File: src/rtl/prog_loader.sv
// Program loader: receives a framed byte stream (count, big-endian words, XOR checksum),
// writes the words into MIPS instruction memory, then releases the core from reset.
module prog_loader (
  input  logic        clk,
  input  logic        reset,
  input  logic        start,
  input  logic [7:0]  rx_data,
  input  logic        rx_valid,
  output logic        rx_ready,
  output logic        ProgMode,
  output logic [7:0]  Addr_Prog,
  output logic [31:0] Data_Prog,
  output logic        prog_we,
  output logic        cpu_reset,
  output logic        busy,
  output logic        load_done,
  output logic        load_err
);

  typedef enum logic [2:0] {
    IDLE,
    COUNT,
    DATA,
    CHECK,
    RUN_RST,
    RUN
  } state_t;

  state_t      state_q,     state_d;
  logic [7:0]  count_q,     count_d;
  logic [7:0]  word_addr_q, word_addr_d;
  logic [1:0]  byte_idx_q,  byte_idx_d;
  logic [23:0] shift_q,     shift_d;
  logic [7:0]  acc_q,       acc_d;
  logic        rst_cnt_q,   rst_cnt_d;
  logic [7:0]  addr_q,      addr_d;
  logic [31:0] data_q,      data_d;
  logic        we_q,        we_d;
  logic        err_q,       err_d;
  logic        hs;

  assign hs = rx_valid & rx_ready;

  always_comb begin
    state_d     = state_q;
    count_d     = count_q;
    word_addr_d = word_addr_q;
    byte_idx_d  = byte_idx_q;
    shift_d     = shift_q;
    acc_d       = acc_q;
    rst_cnt_d   = rst_cnt_q;
    addr_d      = addr_q;
    data_d      = data_q;
    we_d        = 1'b0;
    err_d       = err_q;

    unique case (state_q)
      IDLE, RUN: begin
        if (start) begin
          state_d     = COUNT;
          err_d       = 1'b0;
          word_addr_d = '0;
          acc_d       = '0;
          byte_idx_d  = '0;
        end
      end
      COUNT: begin
        if (hs) begin
          count_d = rx_data;
          state_d = DATA;
        end
      end
      DATA: begin
        if (hs) begin
          acc_d      = acc_q ^ rx_data;
          byte_idx_d = byte_idx_q + 2'd1;
          if (byte_idx_q == 2'd3) begin
            data_d      = {shift_q, rx_data};
            addr_d      = word_addr_q;
            we_d        = 1'b1;
            word_addr_d = word_addr_q + 8'd1;
            // count 0 means 256 words: count-1 wraps to 255, the last address
            if (word_addr_q == (count_q - 8'd1)) begin
              state_d = CHECK;
            end
          end else begin
            shift_d = {shift_q[15:0], rx_data};
          end
        end
      end
      CHECK: begin
        if (hs) begin
          if (rx_data == acc_q) begin
            state_d   = RUN_RST;
            rst_cnt_d = 1'b0;
          end else begin
            err_d   = 1'b1;
            state_d = IDLE;
          end
        end
      end
      RUN_RST: begin
        rst_cnt_d = 1'b1;
        if (rst_cnt_q) begin
          state_d = RUN;
        end
      end
      default: state_d = IDLE;
    endcase
  end

  always_ff @(posedge clk) begin
    if (reset) begin
      state_q     <= IDLE;
      count_q     <= '0;
      word_addr_q <= '0;
      byte_idx_q  <= '0;
      shift_q     <= '0;
      acc_q       <= '0;
      rst_cnt_q   <= 1'b0;
      addr_q      <= '0;
      data_q      <= '0;
      we_q        <= 1'b0;
      err_q       <= 1'b0;
    end else begin
      state_q     <= state_d;
      count_q     <= count_d;
      word_addr_q <= word_addr_d;
      byte_idx_q  <= byte_idx_d;
      shift_q     <= shift_d;
      acc_q       <= acc_d;
      rst_cnt_q   <= rst_cnt_d;
      addr_q      <= addr_d;
      data_q      <= data_d;
      we_q        <= we_d;
      err_q       <= err_d;
    end
  end

  // Handshake-facing and core-control outputs are pure state decodes
  assign rx_ready  = (state_q == COUNT) || (state_q == DATA) || (state_q == CHECK);
  assign busy      = rx_ready || (state_q == RUN_RST);
  assign ProgMode  = (state_q == RUN_RST) || (state_q == RUN);
  assign cpu_reset = (state_q != RUN);
  assign load_done = (state_q == RUN);
  assign load_err  = err_q;
  assign Addr_Prog = addr_q;
  assign Data_Prog = data_q;
  assign prog_we   = we_q;

endmodule

File: config.mk
export PLATFORM = sky130hd
export DESIGN_NAME = prog_loader
export DESIGN_NICKNAME = d
export VERILOG_FILES = /design/src/rtl/prog_loader.sv
export SDC_FILE = /design/constraint.sdc
export NUM_CORES = 1
export LEC_CHECK = 0
export ABC_AREA = 1
export BUFFER_PORTS_ARGS = -buffer_cell sky130_fd_sc_hd__buf_2
export CAP_MARGIN = 30
export CORE_UTILIZATION = 55
export DETAILED_ROUTE_END_ITERATION = 16
export HOLD_SLACK_MARGIN = 0.15
export PLACE_DENSITY = 0.77
export SLEW_MARGIN = 20
export SYNTH_ARGS = -nofsm -noshare
export SYNTH_HDL_FRONTEND = slang
export SYNTH_SLANG_ARGS = --single-unit
File: constraint.sdc
create_clock -name clk -period 4.8 [get_ports clk]
set_input_delay 0.96 -clock clk [delete_from_list [all_inputs] [get_ports clk]]
set_output_delay 0.96 -clock clk [all_outputs]
set_load 0.02 [all_outputs]
### Yosys cells after proc, flatten, opt, wreduce, memory -nomap -nowiden

Cells that the tools add are included.

| word-level totals | value |
|---|---|
| flip-flop bits (word level) | 96 |
| input bits | 12 |

| operators by class | value |
|---|---|
| $add $sub $neg | 3 |
| eq/ne operators | 18 |
| muxes and demuxes | 26 |
| bitwise operators | 5 |
| reductions and logical operators | 18 |

Operators with widths:

| kind | count |
|---|---|
| 8-bit 2-to-1 mux | 4 |
| 8-bit case mux with 2 select lines | 2 |
| 3-bit 2-to-1 mux | 8 |
| 2-bit inequality test, second input constant | 9 |
| 8-bit == test | 2 |
| 3-bit case mux with 5 select lines | 1 |
| 3-bit AND reduction | 4 |
| 8-bit by 1-bit adder with 8-bit output, second input constant | 1 |
| 4-bit AND reduction | 2 |
| 8-bit by 1-bit subtractor with 8-bit output, second input constant | 1 |
| 8-bit bitwise XOR | 1 |
| 7-bit AND reduction | 1 |
| 3-bit by 2-bit == test with 1-bit output, second input constant | 2 |
| 3-bit == test, second input constant | 2 |
| 1-bit 2-to-1 mux | 6 |
| 2-bit nonzero test | 3 |
| 1-bit logical OR | 4 |
| 2-bit 2-to-1 mux | 2 |
| 1-bit case mux with 2 select lines | 2 |
| 2-bit case mux with 2 select lines | 1 |
| 3-bit by 1-bit == test with 1-bit output, second input constant | 1 |
| 3-bit zero test | 1 |
| 3-bit inequality test, second input constant | 1 |
| 1-bit inverter | 3 |
| other kinds (6) | 6 |

### Logic depth before layout (Yosys ltp)

Gate-level depths: netlist of run 1.

| logic depth | value |
|---|---|
| depth in word-level cells | 6 |
| depth in mapped cells | 15 |
| mapped depth without buffers | 15 |

### Worst setup path before layout of run 1

Ideal clock, no wire load.

| path | value |
|---|---|
| path kind | reg2out |
| start | register state_q[0] |
| end | output busy |
| arrival time | 1.018 ns |
| required time | 3.840 ns |
| path slack | 2.822 ns |
| cell stages (with the launch flop) | 7 |
| cell sequence | dfxtp_1 > inv_2 > nor2_1 > inv_1 > nor2_1 > inv_1 > nand3_1 |

| on the way | value |
|---|---|
| word-level cells in the longest chain between the ends | 4 |
| elaborated cells on any way between the ends | 7 |
| classes of those cells | eq/ne: 4; reduce/logical: 3 |

Ends and longest elaborated chain:

| element | line | RTL |
|---|---|---|
| start, declared | 29 | `state_t state_q, state_d;` |
| start signal, assigned | 126 | `state_q <= state_d;` |
| 3-bit by 1-bit == test with 1-bit output / 3-bit by 2-bit == test with 1-bit output (equally long branches) | 141 | `assign rx_ready = (state_q == COUNT) \|\| (state_q == DATA) \|\| (state_q == CHECK);` |
| 1-bit logical OR (2 in a row) | 141 |  |
| 1-bit logical OR (*) | 142 | `assign busy = rx_ready \|\| (state_q == RUN_RST);` |
| end, declared | 15 | `output logic busy,` |

Every way passes the cells marked *; elsewhere a longest branch is shown, timed or not.

### Worst setup path in the final report of run 1

| path | value |
|---|---|
| start | input rx_valid |
| end | register word_addr_q[0] |

| on the way | value |
|---|---|
| word-level cells in the longest chain between the ends | 3 |

Ends and longest elaborated chain:

| element | line | RTL |
|---|---|---|
| start, declared | 8 | `input logic rx_valid,` |
| 1-bit AND | 42 | `assign hs = rx_valid & rx_ready;` |
| 2-bit inequality test (no source line) | -- |  |
| 4-bit AND reduction (no source line) | -- |  |
| end signal, assigned | 128 | `word_addr_q <= word_addr_d;` |
| end, declared | 31 | `logic [7:0] word_addr_q, word_addr_d;` |

No other way between the ends.
A chain may end at the register's enable or synchronous reset.

==> results by group, run 1 <==
Detailed routing
  • Post-DR vias/cell: 5.22
  • Top Layer Used: met4
  • DR pass1 iterations: 4
  • Overall routed net length: 8850 um
  • Detailed router's first-iteration violation count: 223
  • M1 WL: 4380 um
  • DRT antenna net count: 0
  • Via Count: 3609
  • Metal2 WL: 3910 um
  • Drt drc: 0
  • Met3 WL: 434 um
  • Routed wire per std cell: 12.8 um

Clock tree
  • # resized after CTS: 0
  • CTS tree: yes
  • Num CTS Buffers: 9
  • Htree depth: 3
  • Clock Latency Late Sink: 350 ps
  • Setup bufs post-CTS: 0
  • Hold-fix buffers at CTS: 0
  • CTS clk-pin slew, worst paths: 80 ps
  • Clk buf depth: 2
  • Clk root buf: clkbuf_8
  • Sinks on Clock Net: 96

Finish
  • Antenna Cells: 0
  • Area growth syn-to-layout: 12.0%
  • Reg area: 1920 um2
  • Number of fill cells in the layout: 636
  • Non-filler cells, final: 691
  • Multi-input logic area: 1890 um2
  • Layout cells sized above 1: 16.1%
  • Fin util: 65.3%
  • Final #Nets: 605

Yosys
  • Yosys reg bits: 96
  • Post-synth EDFFs: 0
  • Post-Syn Area per Cell: 7.48 um2
  • Top-count cell post-synth: nor2_1
  • Largest area contributor in the netlist: dfxtp_1
  • Async S/R FF share, synth: 0%
  • Yosys synthesis warning count: 0
  • Sequential share of the synthesized area: 47.2%
  • Post-Syn Area: 4070 um2
  • Syn Nets: 559
  • Unique masters post-synth: 32
  • Post-synth top cells: 109 x nor2_1, 96 x dfxtp_1, 77 x nand2_1, 58 x o21ai_0, 49 x a21oi_1
  • Ys flop type: dfxtp_1
  • Top cell type's share of synthesized area: 47.2%
  • Synth top area cells: dfxtp_1 47%, nor2_1 10%, o21ai_0 7.1%
  • Cells after synthesis: 544

Die
  • Die X: 88 um
  • Die span in y: 88 um
  • Initial core utilization: 58.3%
  • Core Rows: 30
  • Core area: 6980 um2
  • I/O pins: 59
  • Die area: 7740 um2

Critical path
  • CP delay by family, top: buffers and inverters
  • Crit path DAT: 2960 ps
  • Crit end category: flip-flop
  • Slowest Stage Delay on Critical Path: 460 ps
  • Slowest cell on the critical path: nor2_4
  • Nature of the critical path startpoint: input port
  • Crit path max fanout: 45
  • Worst-path cell chain: buf_2 > inv_1 > nor2_4 > inv_2 > nor2_4 > buf_4 > inv_2 > nor2_1 > a21oi_1 > nor2_1
  • CP Data Required Time: 5080 ps
  • CP bufs+invs: 5
  • Kind of critical path: in -> reg

Pwr
  • P per Cell Area: 471 nW/um2
  • VDD IR max: 0.342 mV
  • Lkg Pwr: 2.16 nW
  • Power Total: 2.14 mW

Global routing
  • Vias in the first global route: 3278
  • First-pass GRT wire length: 15100 um
  • Remaining Overflow, GRT: 0
  • Largest net degree at the start of global routing: 46
  • GRT Total Usage: 24.9%
  • Antenna violations before repair: 0

Placement
  • DP Cell Count: 675
  • IO buf count: 58
  • Gpl congestion: 0.886
  • Post-DP HPWL: 6140 um

STA
  • RSZ-0062 raised after global routing: false
  • Tcrit/Tclk final: 55.9%
  • Clock Skew: 9.00 ps
  • Final Max Tran Viols: 0
  • Final setup TNS: 0 ps
  • Final hold violation count: 0
  • Final min period: 2680 ps
  • Hold Slack: 468 ps
  • Slew HR: 49.1%
  • Setup violations, final: 0
  • Worst Max-Slew Pin Slew: 761 ps
  • Achievable Freq: 0.373 GHz

Hold path
  • Hold Crit Class: reg -> reg

Outcome
  • Status: finished clean

Run
  • Max-Cap Viols: 0
[per-layer routing]
layer,vias to the layer above,track usage (%)
li1,1861,-
met1,1640,35.3
met2,95,38.3
met3,13,4.24
met4,0,8.64
met5,-,0
[state kept, by name, indices dropped and copies added, names as in the netlist, 2 cells and up]
register	count
Data_Prog	32
shift_q	24
Addr_Prog	8
acc_q	8
count_q	8
word_addr_q	8
state_q	3
byte_idx_q	2
[final cells by class]
| class | instances | area share (%) |
|---|---|---|
| clock buffers | 12 | 3.19 |
| clock inverters | 4 | 0.659 |
| inverters | 39 | 3.24 |
| multi-input cells | 384 | 41.4 |
| flip-flops and latches | 96 | 42.2 |
| well taps | 96 | 2.64 |
| repair buffers | 60 | 6.70 |
[cell families (layout without fill, tap and decap cells)]
logic type / after synthesis / in the layout / share of synthesized area (%)
xor gates and xnor gates: 16 / 16 / 3.44
AOI/OAI and AO/OA: 123 / 123 / 16.0
and+or+nand+nor: 242 / 242 / 26.0
adders and majority gates: 3 / 3 / 0.923
DFF: 96 / 96 / 47.2
buffers and inverters: 64 / 115 / 6.40
[where the power goes]
group	total [mW]	switching (mW)	internal, mW
registers	0.941	0.0620	0.879
logic	0.736	0.487	0.249
clock network	0.467	0.263	0.204
[tightest hold or removal path, cell delays in order, from the launching register on]
cell and delay, ps:
dfxtp_1 320, nand2_1 60, a21oi_1 50
[per-stage QoR]
stage                     setup WS (ps)  area (um2)
after floorplan                    2820        4070
after global placement             1850        4380
after detailed placement           1780        4380
after CTS                          2140        4560
after global routing               1850        4560
final                              2120        4560
[layout by cell type, fill, tap and decap left out, drive strengths merged]
cell type,count
o21ai,67
buf,60
clkbuf,12
o211a,5
and3,1
a21oi,49
dfxtp,96
clkinv,4
ha,3
a211oi,1
nand2,82
nand4,1
xor2,10
nor3b,1
clkinvlp,1
nor2,114
or2,2
xnor2,6
inv,38
o211ai,1
nor3,4
nand3,37
[final timing paths]
check / slack (ps) / depth (start not counted) / startpoint / to
setup / recovery: 2120 / 10 / rx_valid / word_addr_q[0]
hold / removal: 470 / 2 / shift_q[21] / shift_q[21]
hold reg to reg: 470 / 2 / shift_q[21] / shift_q[21]
setup reg to reg: 2280 / 10 / state_q[0] / word_addr_q[0]
Power figures use the tool's default switching activity.
==> run 2, diff against run 1 <==
--- a/config.mk
+++ b/config.mk
@@ -8,10 +8,10 @@
 export ABC_AREA = 1
 export BUFFER_PORTS_ARGS = -buffer_cell sky130_fd_sc_hd__buf_2
 export CAP_MARGIN = 30
-export CORE_UTILIZATION = 55
+export CORE_UTILIZATION = 51
 export DETAILED_ROUTE_END_ITERATION = 16
 export HOLD_SLACK_MARGIN = 0.15
-export PLACE_DENSITY = 0.77
+export PLACE_DENSITY = 0.75
 export SLEW_MARGIN = 20
 export SYNTH_ARGS = -nofsm -noshare
 export SYNTH_HDL_FRONTEND = slang
==> constraint.sdc (replaced) <==
create_clock -name clk -period 2.25 [get_ports clk]
set_input_delay 0.45 -clock clk [delete_from_list [all_inputs] [get_ports clk]]
set_output_delay 0.45 -clock clk [all_outputs]
set_load 0.02 [all_outputs]
==> run 2 against run 1 <==
Net effect:
- critical path depth fell by 3
- hold slack lost 81 ps
- power is 120% higher
- count of clock-buffer cells in the layout shrank 1
- die area up 7.7%
- sequential power grew 110%
- worst setup slack worse by 1900 ps
- combinational power is 120% higher
- critical endpoint is now busy
- largest cell class unchanged
==> results by group, run 2 (same netlist as run 1, synthesis figures left out) <==
STA
  • Hold Slack: 388 ps
  • Achievable Freq: 0.498 GHz
  • Final hold violation count: 0
  • Final min period: 2010 ps
  • Final Max Tran Viols: 0
  • Worst Max-Slew Pin Slew: 739 ps
  • Final WS setup: 242 ps
  • Tcrit/Tclk final: 89.3%
  • Slew HR: 50.6%
  • Final setup TNS: 0 ps
  • Setup violations, final: 0
  • Clock Skew: 5.84 ps
  • RSZ-0062 raised after global routing: false

Detailed routing
  • Drt drc: 0
  • Via Count: 3656
  • DR pass1 iterations: 5
  • Routed wire per std cell: 12.9 um
  • DRT antenna net count: 0
  • Post-DR vias/cell: 5.22
  • Detailed router's first-iteration violation count: 202
  • Overall routed net length: 9060 um

Finish
  • Area growth syn-to-layout: 14.0%
  • Fin area: 4640 um2
  • Commonest non-fill, non-tap cell in the layout: nor2_1
  • Number of fill cells in the layout: 692
  • Final #Nets: 609
  • Non-filler cells, final: 700
  • Antenna Cells: 0
  • Multi-input logic area: 1890 um2
  • Most frequent cells in the layout: 109 x nor2_1, 96 x dfxtp_1, 77 x nand2_1
  • Layout cells sized above 1: 16.9%
  • Reg area: 1920 um2
  • Fin util: 60.0%
  • Max reg flops: 32

Global routing
  • Vias in the first global route: 3457
  • Remaining Overflow, GRT: 0
  • Antenna violations before repair: 0
  • First-pass GRT wire length: 15700 um
  • GRT Total Usage: 23.6%
  • Grt met1 use: 28.3%
  • Largest net degree at the start of global routing: 48
  • GR Util met3: 4.02%
  • Met2 Usage GRT: 41.3%
  • Gr busiest metal: met2

Placement
  • Gpl congestion: 0.856
  • Placed Area: 4430 um2
  • DP Cell Count: 685
  • Post-DP HPWL: 6380 um
  • DP Worst Slack: 292 ps
  • IO buf count: 58

Clock tree
  • Sinks on Clock Net: 96
  • Hold-fix buffers at CTS: 0
  • CTS clk-pin slew, worst paths: 80 ps
  • Setup bufs post-CTS: 0
  • Clk buf depth: 2
  • Htree depth: 3
  • Num CTS Buffers: 9
  • # resized after CTS: 0
  • Clk root buf: clkbuf_8
  • CTS tree: yes
  • Clock Latency Late Sink: 360 ps

Critical path
  • Crit path max fanout: 5
  • R2R cell count: 7
  • Kind of critical path: reg -> out
  • CP Data Required Time: 1800 ps
  • Worst-path cell chain: inv_2 > nor2_1 > inv_1 > nor2_1 > inv_1 > nand3_1 > buf_2
  • Slowest Stage Delay on Critical Path: 370 ps
  • Nature of the critical path startpoint: flip-flop
  • Slowest cell on the critical path: dfxtp_1
  • Crit path DAT: 1560 ps
  • Crit end category: output port

Die
  • Core Rows: 32
  • Die area: 8340 um2
  • Initial core utilization: 52.6%
  • Die X: 91.3 um
  • Core area: 7730 um2
  • I/O pins: 59
  • Die span in y: 91.3 um

Pwr
  • P per Cell Area: 1020 nW/um2
  • Power Total: 4.75 mW
  • Lkg Pwr: 2.20 nW
  • VDD IR max: 0.506 mV

Hold path
  • Min-Delay Path Depth: 3
  • Hold Crit Class: in -> reg

Outcome
  • Status: finished clean

Run
  • Max-Cap Viols: 0
==> run 2: area by class of cell <==
| type | instances | share of cell area, % |
|---|---|---|
| Multi-Input combinational cell | 384 | 40.7 |
| Timing Repair Buffer | 64 | 7.50 |
| Inverter | 39 | 3.18 |
| Tap cell | 102 | 2.75 |
| Clock inverter | 4 | 1.16 |
| Clock buffer | 11 | 3.27 |
| Sequential cell | 96 | 41.5 |
==> run 2: path summary, 6_finish.rpt <==
check	from	end	slack, ps
max	state_q[0]	busy	240
min	rx_data[1]	Data_Prog[1]	390
max reg2reg	state_q[2]	shift_q[13]	330
min reg2reg	shift_q[20]	shift_q[20]	470
==> run 2: worst max-delay path: cells and delay by family (launching register included) <==
kind / cells / cell delay (ps)
simple gates: 3 / 390
flops: 1 / 370
buf+inv: 4 / 440
==> run 2: routing by layer <==
layer,vias to the layer above,wire [um]
met3,19,380
met5,-,0
met2,76,4470
met1,1701,3990
li1,1860,-
met4,0,225
==> run 2: where the power goes <==
group	internal (mW)	switching, mW	total [mW]
combinational	0.551	1.04	1.59
clock	0.570	0.580	1.15
sequential	1.88	0.135	2.01
==> run 3, diff against run 2 <==
--- a/config.mk
+++ b/config.mk
@@ -8,6 +8,7 @@
 export ABC_AREA = 1
 export BUFFER_PORTS_ARGS = -buffer_cell sky130_fd_sc_hd__buf_2
 export CAP_MARGIN = 30
+export CORE_ASPECT_RATIO = 0.5
 export CORE_UTILIZATION = 51
 export DETAILED_ROUTE_END_ITERATION = 16
 export HOLD_SLACK_MARGIN = 0.15
==> run 3 against run 2 <==
Net effect:
- first-iteration DRC count is 44% higher
- critical endpoint unchanged
- count of clock-buffer cells in the layout shrank 1
- highest routed layer unchanged
- final cell count up 1.3%
- routed wire length is 4.3% higher
- sequential share of layout area fell by 0.88 points
- core utilization is 3.0 points higher
==> results by group, run 3 (same netlist as run 1, synthesis figures left out) <==
STA
  • Setup violations, final: 0
  • Final min period: 2010 ps
  • Final Max Tran Viols: 0
  • RSZ-0062 raised after global routing: false
  • Worst Max-Slew Pin Slew: 607 ps
  • Achievable Freq: 0.497 GHz
  • Tcrit/Tclk final: 89.4%
  • Clock Skew: 7.00 ps
  • Final hold violation count: 0
  • Slew HR: 59.4%
  • Final setup TNS: 0 ps

Die
  • Core area: 7510 um2
  • Initial core utilization: 54.1%
  • Core Rows: 22
  • Die span in y: 65.2 um
  • Die X: 128 um
  • I/O pins: 59
  • Die area: 8360 um2

Detailed routing
  • Via Count: 3661
  • Overall routed net length: 9450 um
  • Routed wire per std cell: 13.3 um
  • DRT antenna net count: 0
  • Post-DR vias/cell: 5.16
  • Metal2 WL: 4200 um
  • Drt drc: 0
  • Top Layer Used: met4
  • DR pass1 iterations: 4
  • Detailed router's first-iteration violation count: 290
  • M1 WL: 4630 um
  • Met3 WL: 470 um

Critical path
  • Kind of critical path: reg -> out
  • Nature of the critical path startpoint: flip-flop
  • Slowest Stage Delay on Critical Path: 360 ps
  • Slowest cell on the critical path: dfxtp_1
  • CP Data Required Time: 1800 ps
  • Crit path max fanout: 5
  • Worst-path cell chain: inv_2 > nor2_1 > inv_1 > nor2_1 > inv_1 > nand3_1 > buf_2
  • Crit end category: output port
  • Crit path DAT: 1560 ps

Clock tree
  • Clk buf depth: 2
  • Htree depth: 3
  • Clock Latency Late Sink: 350 ps
  • CTS tree: yes
  • CTS clk-pin slew, worst paths: 60 ps
  • Setup bufs post-CTS: 0
  • Hold-fix buffers at CTS: 0
  • # resized after CTS: 0
  • Clk root buf: clkbuf_16
  • Sinks on Clock Net: 96
  • Num CTS Buffers: 9

Finish
  • Max reg flops: 32
  • Area growth syn-to-layout: 16.4%
  • Antenna Cells: 0
  • Commonest non-fill, non-tap cell in the layout: nor2_1
  • Layout cells sized above 1: 17.1%
  • Fin area: 4740 um2
  • Most frequent cells in the layout: 109 x nor2_1, 96 x dfxtp_1, 77 x nand2_1
  • Final #Nets: 611

Placement
  • Gpl congestion: 0.851
  • IO buf count: 58
  • Placed Area: 4440 um2
  • Post-DP HPWL: 6360 um

Hold path
  • Hold Crit Class: in -> reg

Pwr
  • VDD IR max: 0.544 mV
  • Lkg Pwr: 2.25 nW
  • P per Cell Area: 1090 nW/um2

Global routing
  • Antenna violations before repair: 0
  • Vias in the first global route: 3201
  • GRT Total Usage: 24.3%
  • First-pass GRT wire length: 15600 um
  • Largest net degree at the start of global routing: 61
  • Remaining Overflow, GRT: 0

Outcome
  • Status: finished clean

Run
  • Max-Cap Viols: 0
==> run 3: changes by cell type in the layout (fill, tap and decap cells not counted) <==
cell and change:
clkbuf_8 -11, clkinv_2 +2, clkinvlp_4 -2, clkbuf_16 +9, inv_6 +2, clkbuf_1 +1
buf_4 +3, buf_12 -1
==> run 3: metrics by stage <==
| step | std cells | power (mW) | hold WS [ps] | util, % | setup slack [ps] |
|---|---|---|---|---|---|
| after floorplan | 544 | 3.29 | 441 | - | 726 |
| after global placement | 693 | 3.61 | 451 | 59.1 | 449 |
| after detailed placement | 693 | 3.63 | 451 | 59.1 | 411 |
| after CTS | 709 | 5.15 | 429 | 63.0 | 259 |
| after global routing | 709 | 5.48 | 434 | 63.0 | 94.3 |
| final | 709 | 5.14 | 433 | 63.0 | 239 |
==> run 3: final timing paths <==
check / startpoint / to / slack [ps] / depth (start not counted)
worst max register to register: count_q[0] / state_q[2] / 490 / 15
worst max-delay path: state_q[0] / busy / 240 / 7
worst min-delay path: rx_data[7] / Data_Prog[7] / 430 / 3
worst min register to register: shift_q[20] / shift_q[20] / 460 / 2
==> run 3: area by class of cell <==
type	instances	area [um2]
multi-input cells	384	1890
well taps	108	135
clock buffers	10	229
inverters	39	148
repair buffers	66	350
flip-flops and latches	96	1920
clock inverters	6	66.3
fillers	703	2780
==> run 3: critical path: cells and delay by family, from the launching register on <==
family / cells / cell delay (ps)
buffers and inverters: 4 / 440
flip-flops: 1 / 360
AND/OR/NAND/NOR: 3 / 410
==> run 3: per-layer routing <==
metal | vias to the layer above | global-route usage (%)
met3 | 18 | 5.94
met5 | - | 0
met2 | 84 | 37.6
met4 | 0 | 8.82
met1 | 1678 | 33.0
li1 | 1881 | -
==> run 3: report_power, final <==
group	total, mW	switching, mW	internal, mW	leakage, nW
logic	1.61	1.05	0.559	1.32
clock network	1.52	0.654	0.867	0.147
registers	2.01	0.135	1.88	0.777
total	5.14	1.84	3.30	2.25
